$ cat config.mk
export PLATFORM = sky130hd
export DESIGN_NAME = sap_core
export DESIGN_NICKNAME = d
export VERILOG_FILES = /design/src/rtl/sap_pkg.sv /design/src/rtl/sap_alu.sv /design/src/rtl/sap_core.sv
export SDC_FILE = /design/constraint.sdc
export NUM_CORES = 1
export LEC_CHECK = 0
export CORE_UTILIZATION = 35
export DETAILED_ROUTE_END_ITERATION = 6
export GPL_ROUTABILITY_DRIVEN = 0
export PLACE_DENSITY = 0.5
export SLEW_MARGIN = 30
export SYNTH_ARGS = -nofsm -noshare
export SYNTH_HDL_FRONTEND = slang
export SYNTH_HIERARCHICAL = 1
export SYNTH_SLANG_ARGS = --single-unit
$ cat constraint.sdc
create_clock -name i_clock -period 4.7 [get_ports i_clock]
set_input_delay 0.94 -clock i_clock [delete_from_list [all_inputs] [get_ports i_clock]]
set_output_delay 0.94 -clock i_clock [all_outputs]
set_load 0.1 [all_outputs]
$ cat src/rtl/sap_pkg.sv
// Shared definitions for the sap_core: opcodes, microstep encoding, flag indices.
package sap_pkg;

  localparam logic [3:0] OP_NOP = 4'h0;
  localparam logic [3:0] OP_LDA = 4'h1;
  localparam logic [3:0] OP_ADD = 4'h2;
  localparam logic [3:0] OP_SUB = 4'h3;
  localparam logic [3:0] OP_STA = 4'h4;
  localparam logic [3:0] OP_LDI = 4'h5;
  localparam logic [3:0] OP_JMP = 4'h6;
  localparam logic [3:0] OP_JC  = 4'h7;
  localparam logic [3:0] OP_JZ  = 4'h8;
  localparam logic [3:0] OP_OUT = 4'hE;
  localparam logic [3:0] OP_HLT = 4'hF;

  typedef enum logic [2:0] {
    T0 = 3'd0,
    T1 = 3'd1,
    T2 = 3'd2,
    T3 = 3'd3,
    T4 = 3'd4
  } step_t;

  // Bit positions inside the {CF, ZF} flag bus.
  localparam int FLAG_ZF = 0;
  localparam int FLAG_CF = 1;

endpackage

$ cat src/rtl/sap_alu.sv
// Combinational add/subtract unit. Subtract is A + ~B + 1, so the carry out
// reads as "no borrow" for SUB.
module sap_alu #(
  parameter int DATA_W = 8
) (
  input  logic [DATA_W-1:0] i_a,
  input  logic [DATA_W-1:0] i_b,
  input  logic              i_sub,
  output logic [DATA_W-1:0] o_result,
  output logic              o_carry,
  output logic              o_zero
);

  logic [DATA_W-1:0] w_b_op;
  logic [DATA_W:0]   w_sum;

  // One extra bit on the adder captures the carry out of the data word.
  always_comb begin
    w_b_op = i_sub ? ~i_b : i_b;
    w_sum  = {1'b0, i_a} + {1'b0, w_b_op} + {{DATA_W{1'b0}}, i_sub};
  end

  assign o_result = w_sum[DATA_W-1:0];
  assign o_carry  = w_sum[DATA_W];
  assign o_zero   = (w_sum[DATA_W-1:0] == '0);

endmodule

$ cat src/rtl/sap_core.sv
// Single-bus teaching computer core: PC, MAR, A, B, IR, flags, RAM, a five-step
// microsequencer, a valid/ready output port and a host RAM load port.
module sap_core
  import sap_pkg::*;
#(
  parameter int DATA_W = 8,
  parameter int ADDR_W = 4
) (
  input  logic              i_clock,
  input  logic              i_reset,
  input  logic              i_run,
  input  logic              i_load_en,
  input  logic [ADDR_W-1:0] i_load_addr,
  input  logic [DATA_W-1:0] i_load_data,
  output logic [DATA_W-1:0] o_out_data,
  output logic              o_out_valid,
  input  logic              i_out_ready,
  output logic              o_halted,
  output logic [ADDR_W-1:0] o_pc,
  output logic [DATA_W-1:0] o_a_value,
  output logic [1:0]        o_flags
);

  localparam int DEPTH = 2 ** ADDR_W;

  logic [DATA_W-1:0] r_ram [DEPTH];

  logic [ADDR_W-1:0] r_pc;
  logic [ADDR_W-1:0] r_mar;
  logic [DATA_W-1:0] r_a;
  logic [DATA_W-1:0] r_b;
  // Only the opcode and operand fields of the instruction are ever used,
  // so the IR keeps just those.
  logic [3:0]        r_ir_op;
  logic [ADDR_W-1:0] r_ir_opd;
  logic              r_cf;
  logic              r_zf;
  step_t             r_step;
  logic              r_out_valid;
  logic              r_halted;

  logic [DATA_W-1:0] w_ram_rd;
  logic [3:0]        w_fetch_op;
  logic              w_sta_we;
  logic [DATA_W-1:0] w_alu_res;
  logic              w_alu_carry;
  logic              w_alu_zero;

  assign w_ram_rd   = r_ram[r_mar];
  assign w_fetch_op = w_ram_rd[DATA_W-1 -: 4];

  // A reset landing on T3 of STA must not leave a half-finished store behind.
  assign w_sta_we = !i_reset && !r_halted && (r_step == T3) && (r_ir_op == OP_STA);

  sap_alu #(
    .DATA_W (DATA_W)
  ) u_alu (
    .i_a      (r_a),
    .i_b      (r_b),
    .i_sub    (r_ir_op == OP_SUB),
    .o_result (w_alu_res),
    .o_carry  (w_alu_carry),
    .o_zero   (w_alu_zero)
  );

  // RAM write ports: core STA, then host load, so the host wins on an address clash.
  always_ff @(posedge i_clock) begin
    if (w_sta_we) begin
      r_ram[r_mar] <= r_a;
    end
    if (i_load_en) begin
      r_ram[i_load_addr] <= i_load_data;
    end
  end

  // Microstep sequencer and architectural registers; HLT freezes everything here.
  always_ff @(posedge i_clock) begin
    if (i_reset) begin
      r_pc        <= '0;
      r_mar       <= '0;
      r_a         <= '0;
      r_b         <= '0;
      r_ir_op     <= OP_NOP;
      r_ir_opd    <= '0;
      r_cf        <= 1'b0;
      r_zf        <= 1'b0;
      r_step      <= T0;
      r_out_valid <= 1'b0;
      r_halted    <= 1'b0;
    end else if (!r_halted) begin
      case (r_step)
        T0: begin
          // Pausing is only possible here, between instructions.
          if (i_run) begin
            r_mar  <= r_pc;
            r_step <= T1;
          end
        end
        T1: begin
          r_ir_op     <= w_fetch_op;
          r_ir_opd    <= w_ram_rd[ADDR_W-1:0];
          r_pc        <= r_pc + ADDR_W'(1);
          // Raise valid one step early so it is registered during T2 of OUT.
          r_out_valid <= (w_fetch_op == OP_OUT);
          r_step      <= T2;
        end
        T2: begin
          r_step <= T3;
          case (r_ir_op)
            OP_LDA, OP_ADD, OP_SUB, OP_STA: r_mar <= r_ir_opd;
            OP_LDI: r_a <= {{(DATA_W-ADDR_W){1'b0}}, r_ir_opd};
            OP_JMP: r_pc <= r_ir_opd;
            OP_JC: begin
              if (r_cf) r_pc <= r_ir_opd;
            end
            OP_JZ: begin
              if (r_zf) r_pc <= r_ir_opd;
            end
            OP_OUT: begin
              if (r_out_valid && i_out_ready) begin
                r_out_valid <= 1'b0;
              end else begin
                r_step <= T2;
              end
            end
            OP_HLT: r_halted <= 1'b1;
            default: ;
          endcase
        end
        T3: begin
          r_step <= T4;
          case (r_ir_op)
            OP_LDA:         r_a <= w_ram_rd;
            OP_ADD, OP_SUB: r_b <= w_ram_rd;
            default: ;
          endcase
        end
        T4: begin
          r_step <= T0;
          if ((r_ir_op == OP_ADD) || (r_ir_op == OP_SUB)) begin
            r_a  <= w_alu_res;
            r_cf <= w_alu_carry;
            r_zf <= w_alu_zero;
          end
        end
        default: r_step <= T0;
      endcase
    end
  end

  assign o_out_valid      = r_out_valid;
  assign o_out_data       = r_out_valid ? r_a : '0;
  assign o_halted         = r_halted;
  assign o_pc             = r_pc;
  assign o_a_value        = r_a;
  assign o_flags[FLAG_CF] = r_cf;
  assign o_flags[FLAG_ZF] = r_zf;

endmodule

; ---- Yosys cells after proc, flatten, opt, wreduce, memory -nomap -nowiden
; Memory sizes are Yosys's and may differ from the RTL's. A register that Yosys moved wholly into a read port is not among the register bits.
; Index checks and enable logic that the tools add are counted.
[totals]
inputBits = 17
word_cells = 93
latch_bits = 0
ram_bits = 128
mem_bits_ro = 0
memories = 1
out_inout_bits = 24
register_bits = 39
[memory_table]
columns = memory, words, word_bits, read_ports, rd_ports_with_merged_regs, wr, line
row1 = r_ram, 16, 8, 1, 1, 2, sap_core.sv:26  ; logic [DATA_W-1:0] r_ram [DEPTH];
[classes]
mux = 29
n_reduce_logical = 22
n_eq_ne = 25
mul = 0
bitwise_logic = 2
addsub = 3
shifts = 0
magnitude_cmp = 0
div = 0
[ops]
columns = operator, count
row1 = $mux W8, 5
row2 = $mux W4, 6
row3 = $pmux W8 S3, 1
row4 = $eq A4 B3 Y1 const B, 4
row5 = $eq A4 B4 Y1 const B, 4
row6 = $pmux W4 S2, 2
row7 = $pmux W3 S4, 1
row8 = $pmux W4 S3, 1
row9 = $mux W1, 11
row10 = $reduce_and A5 Y1, 2
row11 = $add A8 B8 Y9, 1
row12 = $add A9 B1 Y9, 1
row13 = $eq A4 B2 Y1 const B, 2
row14 = $logic_not A8 Y1, 1
row15 = $ne A2 B2 Y1 const B, 4
row16 = $not A8 Y8, 1
row17 = $reduce_and A4 Y1, 2
row18 = $eq A3 B2 Y1 const B, 2
row19 = $ne A2 B1 Y1 const B, 3
row20 = $ne A3 B3 Y1 const B, 2
row21 = $reduce_and A3 Y1, 2
row22 = $add A4 B1 Y4 const B, 1
row23 = $eq A4 B1 Y1 const B, 1
row24 = $logic_and A1 B1 Y1, 4
row25 = 14 further kinds, 17

; ---- Logic depth before layout (Yosys ltp)
[depth]
ltp_word = 6
depth_mapped = 14

; ---- Cells and area by module
; Netlist, hierarchy kept.
[by_module_without_submodules]
columns = module, area_each_um2, cells_per_inst, seq_area_each_um2, n_inst
row1 = sap_core, 8816.0, 641, 4704.5, 1
row2 = sap_alu, 432.9, 56, 0.0, 1

; ---- Least setup slack after synthesis
; OpenSTA, ideal clock, no wires.
[synth_path]
path_type = register -> register
from = reg r_halted (netlist: o_halted)
to = mem r_ram[0][0], enable pin
stages_incl_launch_ff = 6
t_arrival_ns = 2.747
slack_ns = 1.569
path_buffers = 1
synth_period_minus_slack_ns = 3.131
path_cell_list = dfxtp_1 buf_2 nand4bb_1 or4_1 or3_1 o21ai_0
[synth_lines]
columns = element, line
row1 = start: declaration, sap_core.sv:40  ; logic r_halted;
row2 = start signal: assignment, sap_core.sv:89  ; r_halted <= 1'b0;
row3 = start signal: assignment, sap_core.sv:126  ; OP_HLT: r_halted <= 1'b1;
row4 = end: declaration, sap_core.sv:26

; ---- Final worst setup path
[layout_path]
from = reg r_a[7] (netlist: o_a_value[7])
to = out o_a_value[7]
[layout_lines]
columns = element, line
row1 = start: declaration, sap_core.sv:30  ; logic [DATA_W-1:0] r_a;
row2 = start signal: assignment, sap_core.sv:111  ; OP_LDI: r_a <= {{(DATA_W-ADDR_W){1'b0}}, r_ir_opd};
row3 = start signal: assignment, sap_core.sv:133  ; OP_LDA: r_a <= w_ram_rd;
row4 = start signal: assignment, sap_core.sv:141  ; r_a <= w_alu_res;
row5 = end: declaration, sap_core.sv:20  ; output logic [DATA_W-1:0] o_a_value,
; No word-level cell between the ends.

==> metrics.txt <==
# TYPE chip_impl_metric gauge
chip_impl_metric{name="routed_via_density",unit=""} 5.62
chip_impl_metric{name="first_global_vias",unit=""} 6087
chip_impl_metric{name="tritoncts_num_sinks",unit=""} 171
chip_impl_metric{name="sequential_to_total_area_share_from_yosys_stat",unit="%"} 50.9
chip_impl_metric{name="maximum_number_of_pins_on_one_net_before_global_route_repair",unit=""} 37
chip_impl_metric{name="final_antenna_net_count",unit=""} 0
chip_impl_metric{name="timing.final.crit_share",unit="%"} 76.8
chip_impl_info{name="setup.worst_path.end_class",value="primary output"} 1
chip_impl_metric{name="fin_nets",unit=""} 750
chip_impl_metric{name="timing.fmax",unit="MHz"} 277
chip_impl_metric{name="timing.critical_path.fanout_max",unit=""} 12
chip_impl_metric{name="multiInputGateArea",unit="um2"} 4260
chip_impl_info{name="synth.most_common_cell",value="mux2_2"} 1
chip_impl_metric{name="pin_count",unit=""} 41
chip_impl_metric{name="synth-seq-cells",unit=""} 171
chip_impl_metric{name="cts-htree-levels",unit=""} 4
chip_impl_metric{name="wl_per_cell",unit="um"} 24.9
chip_impl_metric{name="actual_transition_at_the_worst_max_transition_pin",unit="ns"} 0.983
chip_impl_info{name="hold_path_class",value="flop to flop"} 1
chip_impl_metric{name="power_density",unit="nW/um2"} 349
chip_impl_metric{name="post_cts_buffers",unit=""} 0
chip_impl_metric{name="maxCapViolations",unit=""} 0
chip_impl_info{name="timing_worst_setup_path_type",value="flop to primary output"} 1
chip_impl_metric{name="netlist-cell-type-count",unit=""} 71
chip_impl_info{name="setup.worst_path.start_class",value="flop"} 1
chip_impl_metric{name="drtIter0Drc",unit=""} 619
chip_impl_metric{name="asyncSetResetFlopFracSynth",unit="%"} 0
chip_impl_metric{name="cts.clk_slew.worst_paths",unit="ns"} 0.07
chip_impl_metric{name="coreArea",unit="um2"} 26000
chip_impl_metric{name="finalSetupViolCount",unit=""} 0
chip_impl_metric{name="synthesis.yosys.warnings",unit=""} 6
chip_impl_info{name="synth_top_cells_by_area",value="edfxtp_1 (42%), mux2_2 (16%), dfxtp_1 (9.3%)"} 1
chip_impl_metric{name="layout_min_cycle_time",unit="ns"} 3.61
chip_impl_info{name="post_synth_most_frequent_cells",value="mux2_2 (129), edfxtp_1 (128), dfxtp_1 (43)"} 1
chip_impl_metric{name="timing.setup.tns",unit="ns"} 0
chip_impl_metric{name="design.die.area",unit="um2"} 27100
chip_impl_metric{name="number_of_enable_flip_flop_cells_after_synthesis",unit=""} 128
chip_impl_metric{name="synthesis.nets",unit=""} 723
chip_impl_metric{name="cts_bufs_inserted",unit=""} 17
chip_impl_metric{name="arr_time_crit_path",unit="ns"} 2.67
chip_impl_metric{name="post_cts_resized",unit=""} 0
chip_impl_metric{name="sequential_cell_area",unit="um2"} 4710
chip_impl_metric{name="worst_ep_required_time",unit="ns"} 3.76
chip_impl_info{name="clock-root-buffer",value="clkbuf_16"} 1
chip_impl_metric{name="initial_utilization",unit="%"} 35.6
chip_impl_info{name="yosys_most_used_dff",value="edfxtp_1"} 1
chip_impl_metric{name="leakage_power_total",unit="nW"} 3.81
chip_impl_metric{name="post_synth_top_area_share",unit="%"} 41.6
chip_impl_metric{name="floorplan.die.width",unit="um"} 165
chip_impl_metric{name="route.detailed.drc",unit=""} 0
chip_impl_metric{name="final_number_of_max_transition_violations",unit=""} 0
chip_impl_metric{name="postLayoutCoreUtil",unit="%"} 40.7
chip_impl_metric{name="final_layout_size_suffix_gt1_share",unit="%"} 31.0
chip_impl_metric{name="postSynthAreaPerCell",unit="um2"} 13.3
chip_impl_metric{name="syn2layout_area_growth",unit="%"} 14.4
chip_impl_metric{name="hpwlAfterDp",unit="um"} 18000
chip_impl_metric{name="grt.overflow.total",unit=""} 0
chip_impl_metric{name="max-clock-path-buffers",unit=""} 2
chip_impl_metric{name="peakVddDrop",unit="mV"} 0.178
chip_impl_metric{name="number_of_antenna_violations_at_the_first_check_in_global_routing",unit=""} 1
chip_impl_metric{name="worst_clock_skew",unit="ns"} 0.0142
chip_impl_info{name="synth.largest_area_cell",value="edfxtp_1"} 1
chip_impl_metric{name="vias",unit=""} 6028
chip_impl_metric{name="grt_util_all_layers",unit="%"} 20.7
chip_impl_metric{name="postCtsHoldBufs",unit=""} 0
chip_impl_metric{name="wl",unit="um"} 26700
chip_impl_info{name="result_of_the_run",value="completed"} 1
chip_impl_metric{name="numPortBuffers",unit=""} 40
chip_impl_metric{name="grt_pass1_wl",unit="um"} 39800
chip_impl_metric{name="num-fill-cells",unit=""} 2462
chip_impl_metric{name="slew_headroom",unit="%"} 34.2
chip_impl_metric{name="drt_pre_antenna_iters",unit=""} 5
chip_impl_info{name="tritoncts_clock_tree",value="done"} 1
chip_impl_metric{name="synth_cells",unit=""} 697
chip_impl_info{name="grt_setup_unrepaired",value="false"} 1
chip_impl_metric{name="netlist_area",unit="um2"} 9250
chip_impl_metric{name="die_h",unit="um"} 165
chip_impl_metric{name="finalHoldViolations",unit=""} 0
chip_impl_metric{name="insertion_delay",unit="ns"} 0.44
chip_impl_metric{name="fp-row-count",unit=""} 59
where the power goes:
| part | internal, mW | switching [mW] | total, mW | leakage, nW |
|---|---|---|---|---|
| Clock | 0.795 | 0.648 | 1.44 | 0.274 |
| Combinational | 0.221 | 0.276 | 0.496 | 1.94 |
| Sequential | 1.65 | 0.107 | 1.76 | 1.59 |
cell usage in the layout (no fill, tap or decap), drive strengths merged, types with 21 or more instances in the layout:
cell,synthesis,routed
nor2,39,39
a21oi,21,21
o21ai,21,21
mux2i,21,21
mux4,33,33
clkdlybuf4s50,0,40
nand2,37,37
dfxtp,43,43
buf,23,23
mux2,131,131
edfxtp,128,128
worst max-delay path, stage by stage (launching register included):
cell             delay (ns)
dfxtp_1                0.77
buf_4                  0.29
clkdlybuf4s50_1        1.15
metal layers:
| layer | part of all wire (%) | global-route usage, % |
|---|---|---|
| met5 | 0 | 0 |
| met4 | 0.99 | 4.84 |
| met3 | 4.3 | 3.34 |
| met2 | 50 | 34.9 |
| met1 | 45 | 27.7 |
logic make-up after synthesis:
family	Yosys count	share of synthesized area [%]
and+or+nand+nor	151	8.93
buffers and inverters	63	3.42
adders and majority gates	9	1.30
xor gates and xnor gates	13	1.23
DFF	171	50.9
AOI/OAI and AO/OA	105	7.55
muxes	185	26.7
sequential cells by signal, indices dropped and copies added (netlist names), named ones only:
signal       cells
o_halted         1
r_zf             1
r_mar            4
r_ir_op          4
r_step           3
o_pc             4
o_out_valid      1
r_ram          128
o_a_value        8
r_ir_opd         4
r_cf             1
r_b              8
area by class of cell:
cell class                 instances  area share (%)
sequential                       171            44.5
multi-input combinational        463            40.3
timing repair buffer              63            5.42
clock buffer                      18            4.06
tap                              335            3.96
clock inverter                    13            1.48
inverter                           8           0.284
antenna                            1          0.0237
worst paths after layout:
kind | slack (ns) | startpoint | endpoint | cells past startpoint
max | 1.09 | o_a_value[7] | o_a_value[7] | 2
min | 0.52 | r_b[2] | r_b[2] | 2
max reg2reg | 1.35 | r_ir_op[1] | r_zf | 11
min reg2reg | 0.52 | r_b[2] | r_b[2] | 2
through the flow:
stage | setup slack [ns] | hold slack [ns] | power [mW] | cells | cell area (um2)
after floorplan | 1.57 | 0.458 | 2.12 | 697 | 9250
after detailed placement | 0.941 | 0.509 | 2.28 | 1040 | 9980
final | 1.09 | 0.519 | 3.69 | 1072 | 10600
after global placement | 1.02 | 0.498 | 2.27 | 1040 | 9960
after global routing | 1.01 | 0.539 | 3.82 | 1071 | 10600
after CTS | 1.06 | 0.519 | 3.71 | 1071 | 10600
(Power assumes the default switching activity.)
